--- src/rtl/fetch_ctrl_pkg.sv ---
// rtl/fetch_ctrl_pkg.sv - instruction word layout, opcodes and assembler helper for fetch_ctrl
package fetch_ctrl_pkg;

    localparam int INSTRUCTION_WIDTH = 6;
    localparam int OPCODE_WIDTH      = 3;
    localparam int REG_WIDTH         = 3;

    localparam logic [OPCODE_WIDTH-1:0] OP_NOP   = 3'b000;
    localparam logic [OPCODE_WIDTH-1:0] OP_LOAD  = 3'b001;
    localparam logic [OPCODE_WIDTH-1:0] OP_STORE = 3'b010;
    localparam logic [OPCODE_WIDTH-1:0] OP_ADD   = 3'b011;
    localparam logic [OPCODE_WIDTH-1:0] OP_SUB   = 3'b100;
    localparam logic [OPCODE_WIDTH-1:0] OP_AND   = 3'b101;
    localparam logic [OPCODE_WIDTH-1:0] OP_JMP   = 3'b110;
    localparam logic [OPCODE_WIDTH-1:0] OP_HALT  = 3'b111;

    function automatic logic [INSTRUCTION_WIDTH-1:0] asm(
        input logic [OPCODE_WIDTH-1:0] op,
        input logic [REG_WIDTH-1:0]    rd
    );
        return {op, rd};
    endfunction

    function automatic logic [OPCODE_WIDTH-1:0] opcode_of(
        input logic [INSTRUCTION_WIDTH-1:0] word
    );
        return word[INSTRUCTION_WIDTH-1 -: OPCODE_WIDTH];
    endfunction

endpackage

--- src/rtl/fetch_pc.sv ---
// rtl/fetch_pc.sv - program counter register with synchronous load and increment
module fetch_pc #(
    parameter int ADDR_WIDTH = 5,
    parameter int RESET_PC   = 0
) (
    input  logic                  clk,
    input  logic                  rst_n,
    input  logic                  load,
    input  logic [ADDR_WIDTH-1:0] load_addr,
    input  logic                  inc,
    output logic [ADDR_WIDTH-1:0] pc
);

    localparam logic [ADDR_WIDTH-1:0] RESET_VAL = ADDR_WIDTH'(RESET_PC);

    // Load wins over increment; increment wraps naturally at 2^ADDR_WIDTH.
    always_ff @(posedge clk or negedge rst_n) begin
        if (!rst_n) begin
            pc <= RESET_VAL;
        end else if (load) begin
            pc <= load_addr;
        end else if (inc) begin
            pc <= pc + 1'b1;
        end
    end

endmodule

--- src/rtl/fetch_ctrl.sv ---
// rtl/fetch_ctrl.sv - instruction fetch sequencer; optional HALT stop under FETCH_HALT_EN
module fetch_ctrl
    import fetch_ctrl_pkg::*;
#(
    parameter int ADDR_WIDTH = 5,
    parameter int RESET_PC   = 0
) (
    input  logic                         clk,
    input  logic                         rst_n,
    input  logic                         start,
    output logic [ADDR_WIDTH-1:0]        rom_addr,
    input  logic [INSTRUCTION_WIDTH-1:0] rom_data,
    output logic [INSTRUCTION_WIDTH-1:0] instr,
    output logic                         instr_valid,
    input  logic                         instr_ready,
    input  logic                         jump_en,
    input  logic [ADDR_WIDTH-1:0]        jump_addr,
    output logic [ADDR_WIDTH-1:0]        pc,
    output logic                         busy,
    output logic                         halted
);

    typedef enum logic [1:0] {
        ST_IDLE    = 2'd0,
        ST_FETCH   = 2'd1,
        ST_PRESENT = 2'd2,
        ST_HALTED  = 2'd3
    } state_t;

    localparam logic [ADDR_WIDTH-1:0] RESET_VAL = ADDR_WIDTH'(RESET_PC);

    state_t                  state, state_next;
    logic                    pc_load, pc_inc, instr_load, handshake;
    logic [ADDR_WIDTH-1:0]   pc_load_addr;

    fetch_pc #(
        .ADDR_WIDTH (ADDR_WIDTH),
        .RESET_PC   (RESET_PC)
    ) u_pc (
        .clk       (clk),
        .rst_n     (rst_n),
        .load      (pc_load),
        .load_addr (pc_load_addr),
        .inc       (pc_inc),
        .pc        (pc)
    );

    assign rom_addr    = pc;
    assign instr_valid = (state == ST_PRESENT);
    assign busy        = (state == ST_FETCH) || (state == ST_PRESENT);
    assign handshake   = instr_valid && instr_ready;

`ifdef FETCH_HALT_EN
    assign halted = (state == ST_HALTED);
`else
    assign halted = 1'b0;
`endif

    always_ff @(posedge clk or negedge rst_n) begin
        if (!rst_n) begin
            state <= ST_IDLE;
        end else begin
            state <= state_next;
        end
    end

    always_ff @(posedge clk or negedge rst_n) begin
        if (!rst_n) begin
            instr <= '0;
        end else if (instr_load) begin
            instr <= rom_data;
        end
    end

    always_comb begin
        state_next   = state;
        pc_load      = 1'b0;
        pc_inc       = 1'b0;
        pc_load_addr = jump_addr;
        instr_load   = 1'b0;
        case (state)
            ST_IDLE, ST_HALTED: begin
                if (start) begin
                    state_next   = ST_FETCH;
                    pc_load      = 1'b1;
                    pc_load_addr = RESET_VAL;
                end
            end
            ST_FETCH: begin
                instr_load = 1'b1;
                state_next = ST_PRESENT;
            end
            ST_PRESENT: begin
                if (handshake) begin
`ifdef FETCH_HALT_EN
                    // A HALT word freezes the PC at its own address and ignores any jump.
                    if (opcode_of(instr) == OP_HALT) begin
                        state_next = ST_HALTED;
                    end else
`endif
                    begin
                        state_next = ST_FETCH;
                        if (jump_en) begin
                            pc_load = 1'b1;
                        end else begin
                            pc_inc = 1'b1;
                        end
                    end
                end
            end
            default: state_next = ST_IDLE;
        endcase
    end

endmodule

--- config.mk ---
export PLATFORM = sky130hd
export DESIGN_NAME = fetch_ctrl
export DESIGN_NICKNAME = d
export VERILOG_FILES = /design/src/rtl/fetch_ctrl_pkg.sv /design/src/rtl/fetch_pc.sv /design/src/rtl/fetch_ctrl.sv
export SDC_FILE = /design/constraint.sdc
export NUM_CORES = 1
export LEC_CHECK = 0
export CELL_PAD_IN_SITES_DETAIL_PLACEMENT = 2
export CELL_PAD_IN_SITES_GLOBAL_PLACEMENT = 2
export CORE_MARGIN = 2
export CORE_UTILIZATION = 25
export DETAILED_ROUTE_END_ITERATION = 10
export GPL_TIMING_DRIVEN = 0
export HOLD_SLACK_MARGIN = 0.03
export PLACE_DENSITY_LB_ADDON = 0.1
export SKIP_LAST_GASP = 1
export SLEW_MARGIN = 20
export SYNTH_ARGS = -nofsm -noshare
export SYNTH_HDL_FRONTEND = slang
export SYNTH_SLANG_ARGS = --single-unit
--- constraint.sdc ---
create_clock -name clk -period 3.1 [get_ports clk]
set_clock_uncertainty 0.15 [all_clocks]
set_input_delay 0.31 -clock clk [delete_from_list [all_inputs] [get_ports clk]]
set_output_delay 0.31 -clock clk [all_outputs]
set_load 0.05 [all_outputs]
==> metrics.txt <==
number of clock sinks 13; num rows 19; initial antenna violation count 0; Critical Path Sink Type output port; placed instance area 0.00108 mm2; syn avg cell area around 12 um2; Startpoint Class register; DR pass1 iterations 3; post-cts sizing count 0; GR peak layer met2; Final Max Slew Viols 0; fin nets roughly 120; synth cell count leaders dfrtp_1, mux2_2, buf_4, a211oi_1, inv_1; Yosys warning count 0; Final HPWL DP 1.49 mm; largest net degree at the start of global routing 14; Critical Path Start state[0]; met2 global-route usage about 22%; CTS buffer count 3; Synth Register Bits 13; Main synth FF type dfrtp_1; Crit Path Class register to output port; Synth top area share 46.0%; Yosys cell types 21; Final Util a little over 40%; IO Pins 35; Die H between 50 and 60 um; number of hold buffers added after cts 0; met3 GRT Util under 10%; cell with the most instances after synthesis dfrtp_1; fraction of registers with async set/reset 100%; Clk Latency, worst-skew pair about 0.28 ns; post-CTS setup buffer count 0; # diodes 0; synthesized net count 80; global-route wire length before repair 2.70 mm; CTS root buf clkbuf_4; Max Root-Sink Buffers 2; Worst Path Arrival 1.93 ns; H-tree depth 1; fin crit period roughly 2.4 ns; IO buf count 33; Initial Utilization about a quarter; Synth area leaders dfrtp_1, mux2_2, buf_4; max cap viols 0; Hold Crit Class input port to async pin; RePlAce Congestion between 0.7 and 0.8; initial DRC count 3; Fin Hold WS roughly 0.26 ns; GR Layer Usage met1 between 10% and 20%; RR Startpoint state[0]; clock-pin slew on the worst setup and hold paths roughly 0.08 ns; depth of the most critical reg-to-reg path 5; routed len/inst 13.8 um; fill count between 300 and 400; core area 0.00271 mm2; cell count after synthesis 61; WL final approximately 1.8 mm; routed vias/inst 4.60; Synth area leader dfrtp_1; Final Hold Viols 0; CP Max Fanout 5; Area Overhead vs Synth 55.9%; mapped cell area 707 um2; Worst Path Required 2.64 ns; RSZ-0062 raised after global routing false; part of the cycle the worst path needs 77.0%; ANT nets after route 0; share of layout cells above drive strength 1 between 15 and 20%; Crit Reg-Reg Endpoint state[1]; outcome complete, no violations; post-route cell area 0.00110 mm2; number of enable flip-flop cells after synthesis 0; TritonCTS clock tree yes; DRC violations left 0; grt ovf 0; Vias just under 600; actual slew at the worst max-slew pin 0.606 ns; number of global-route vias before repair around 600; # setup viols final 0; total track usage 11.4%; Post-Route Setup TNS 0 ns; sequential area share after synthesis 46.0%; die area around 0.0033 mm2; Die X roughly 57 um; R2R Setup Slk approximately 1.3 ns; Max Clock Freq between 0.4 and 0.5 GHz; Critical Path End instr_valid; Slew Limit Headroom ~60%
cell usage in the layout, fill, tap and decap left out, drive strengths merged:
| cell | count |
|---|---|
| conb | 1 |
| o21ai | 2 |
| or2 | 1 |
| nand3b | 1 |
| inv | 4 |
| nand3 | 2 |
| mux2 | 7 |
| clkdlybuf4s50 | 33 |
| or3 | 2 |
| a211oi | 5 |
| nand4b | 1 |
| a21oi | 3 |
| a32oi | 1 |
| mux2i | 2 |
| ha | 3 |
| dfrtp | 13 |
| xor2 | 2 |
| nand2 | 1 |
| a31oi | 2 |
| o22ai | 1 |
| clkbuf | 4 |
| buf | 7 |
worst min path at each step:
stage	endpoint	slack, ns	depth (start not counted)
after floorplan	instr[0]	-0.14	0
after global placement	instr[2]	0.34	1
after detailed placement	instr[2]	0.35	1
after CTS	instr[0]	0.27	1
after global routing	instr[0]	0.28	1
final	state[0]	0.26	1
through the flow:
step / instances / worst slack [ns]
after floorplan: 61 / 1.14
after global placement: 125 / 1.04
after detailed placement: 125 / 1.00
after CTS: 129 / 0.680
after global routing: 129 / 0.629
final: 129 / 0.714
sequential cells by signal, indices dropped and copies added, names as in the netlist:
name     flops
instr        6
state        2
u_pc.pc      5
layer usage:
metal	vias to the layer above	routed length, um
met3	4	113
met5	-	0
li1	286	-
met2	19	986
met1	284	631
met4	0	53
cell families (layout without fill, tap and decap cells):
family | after synthesis | count (layout) | synth area share [%]
flops | 13 | 13 | 46.0
simple gates | 8 | 8 | 8.67
fa+ha+maj | 3 | 3 | 5.31
other cells | 1 | 1 | 0.530
buf+inv | 11 | 48 | 9.20
xor+xnor | 2 | 2 | 2.48
compound gates | 14 | 14 | 13.8
mux | 9 | 9 | 14.0
critical path, cell delays in order, from the launching register on:
cell and delay, ns:
dfrtp_1 0.39, inv_1 0.09, ha_1 0.32, clkdlybuf4s50_1 0.86
area by class of cell:
class,count,area [um2],share of cell area (%)
inverters,4,15.0,1.36
multi-input cells,37,317,28.7
flip-flops and latches,13,325,29.5
well taps,31,38.8,3.52
plain buffers,7,50.0,4.54
repair buffers,33,330,30.0
clock buffers,4,26.3,2.38
Power is not shown: default switching activity piles up to over one toggle a cycle in this logic, so the estimate is an artifact.
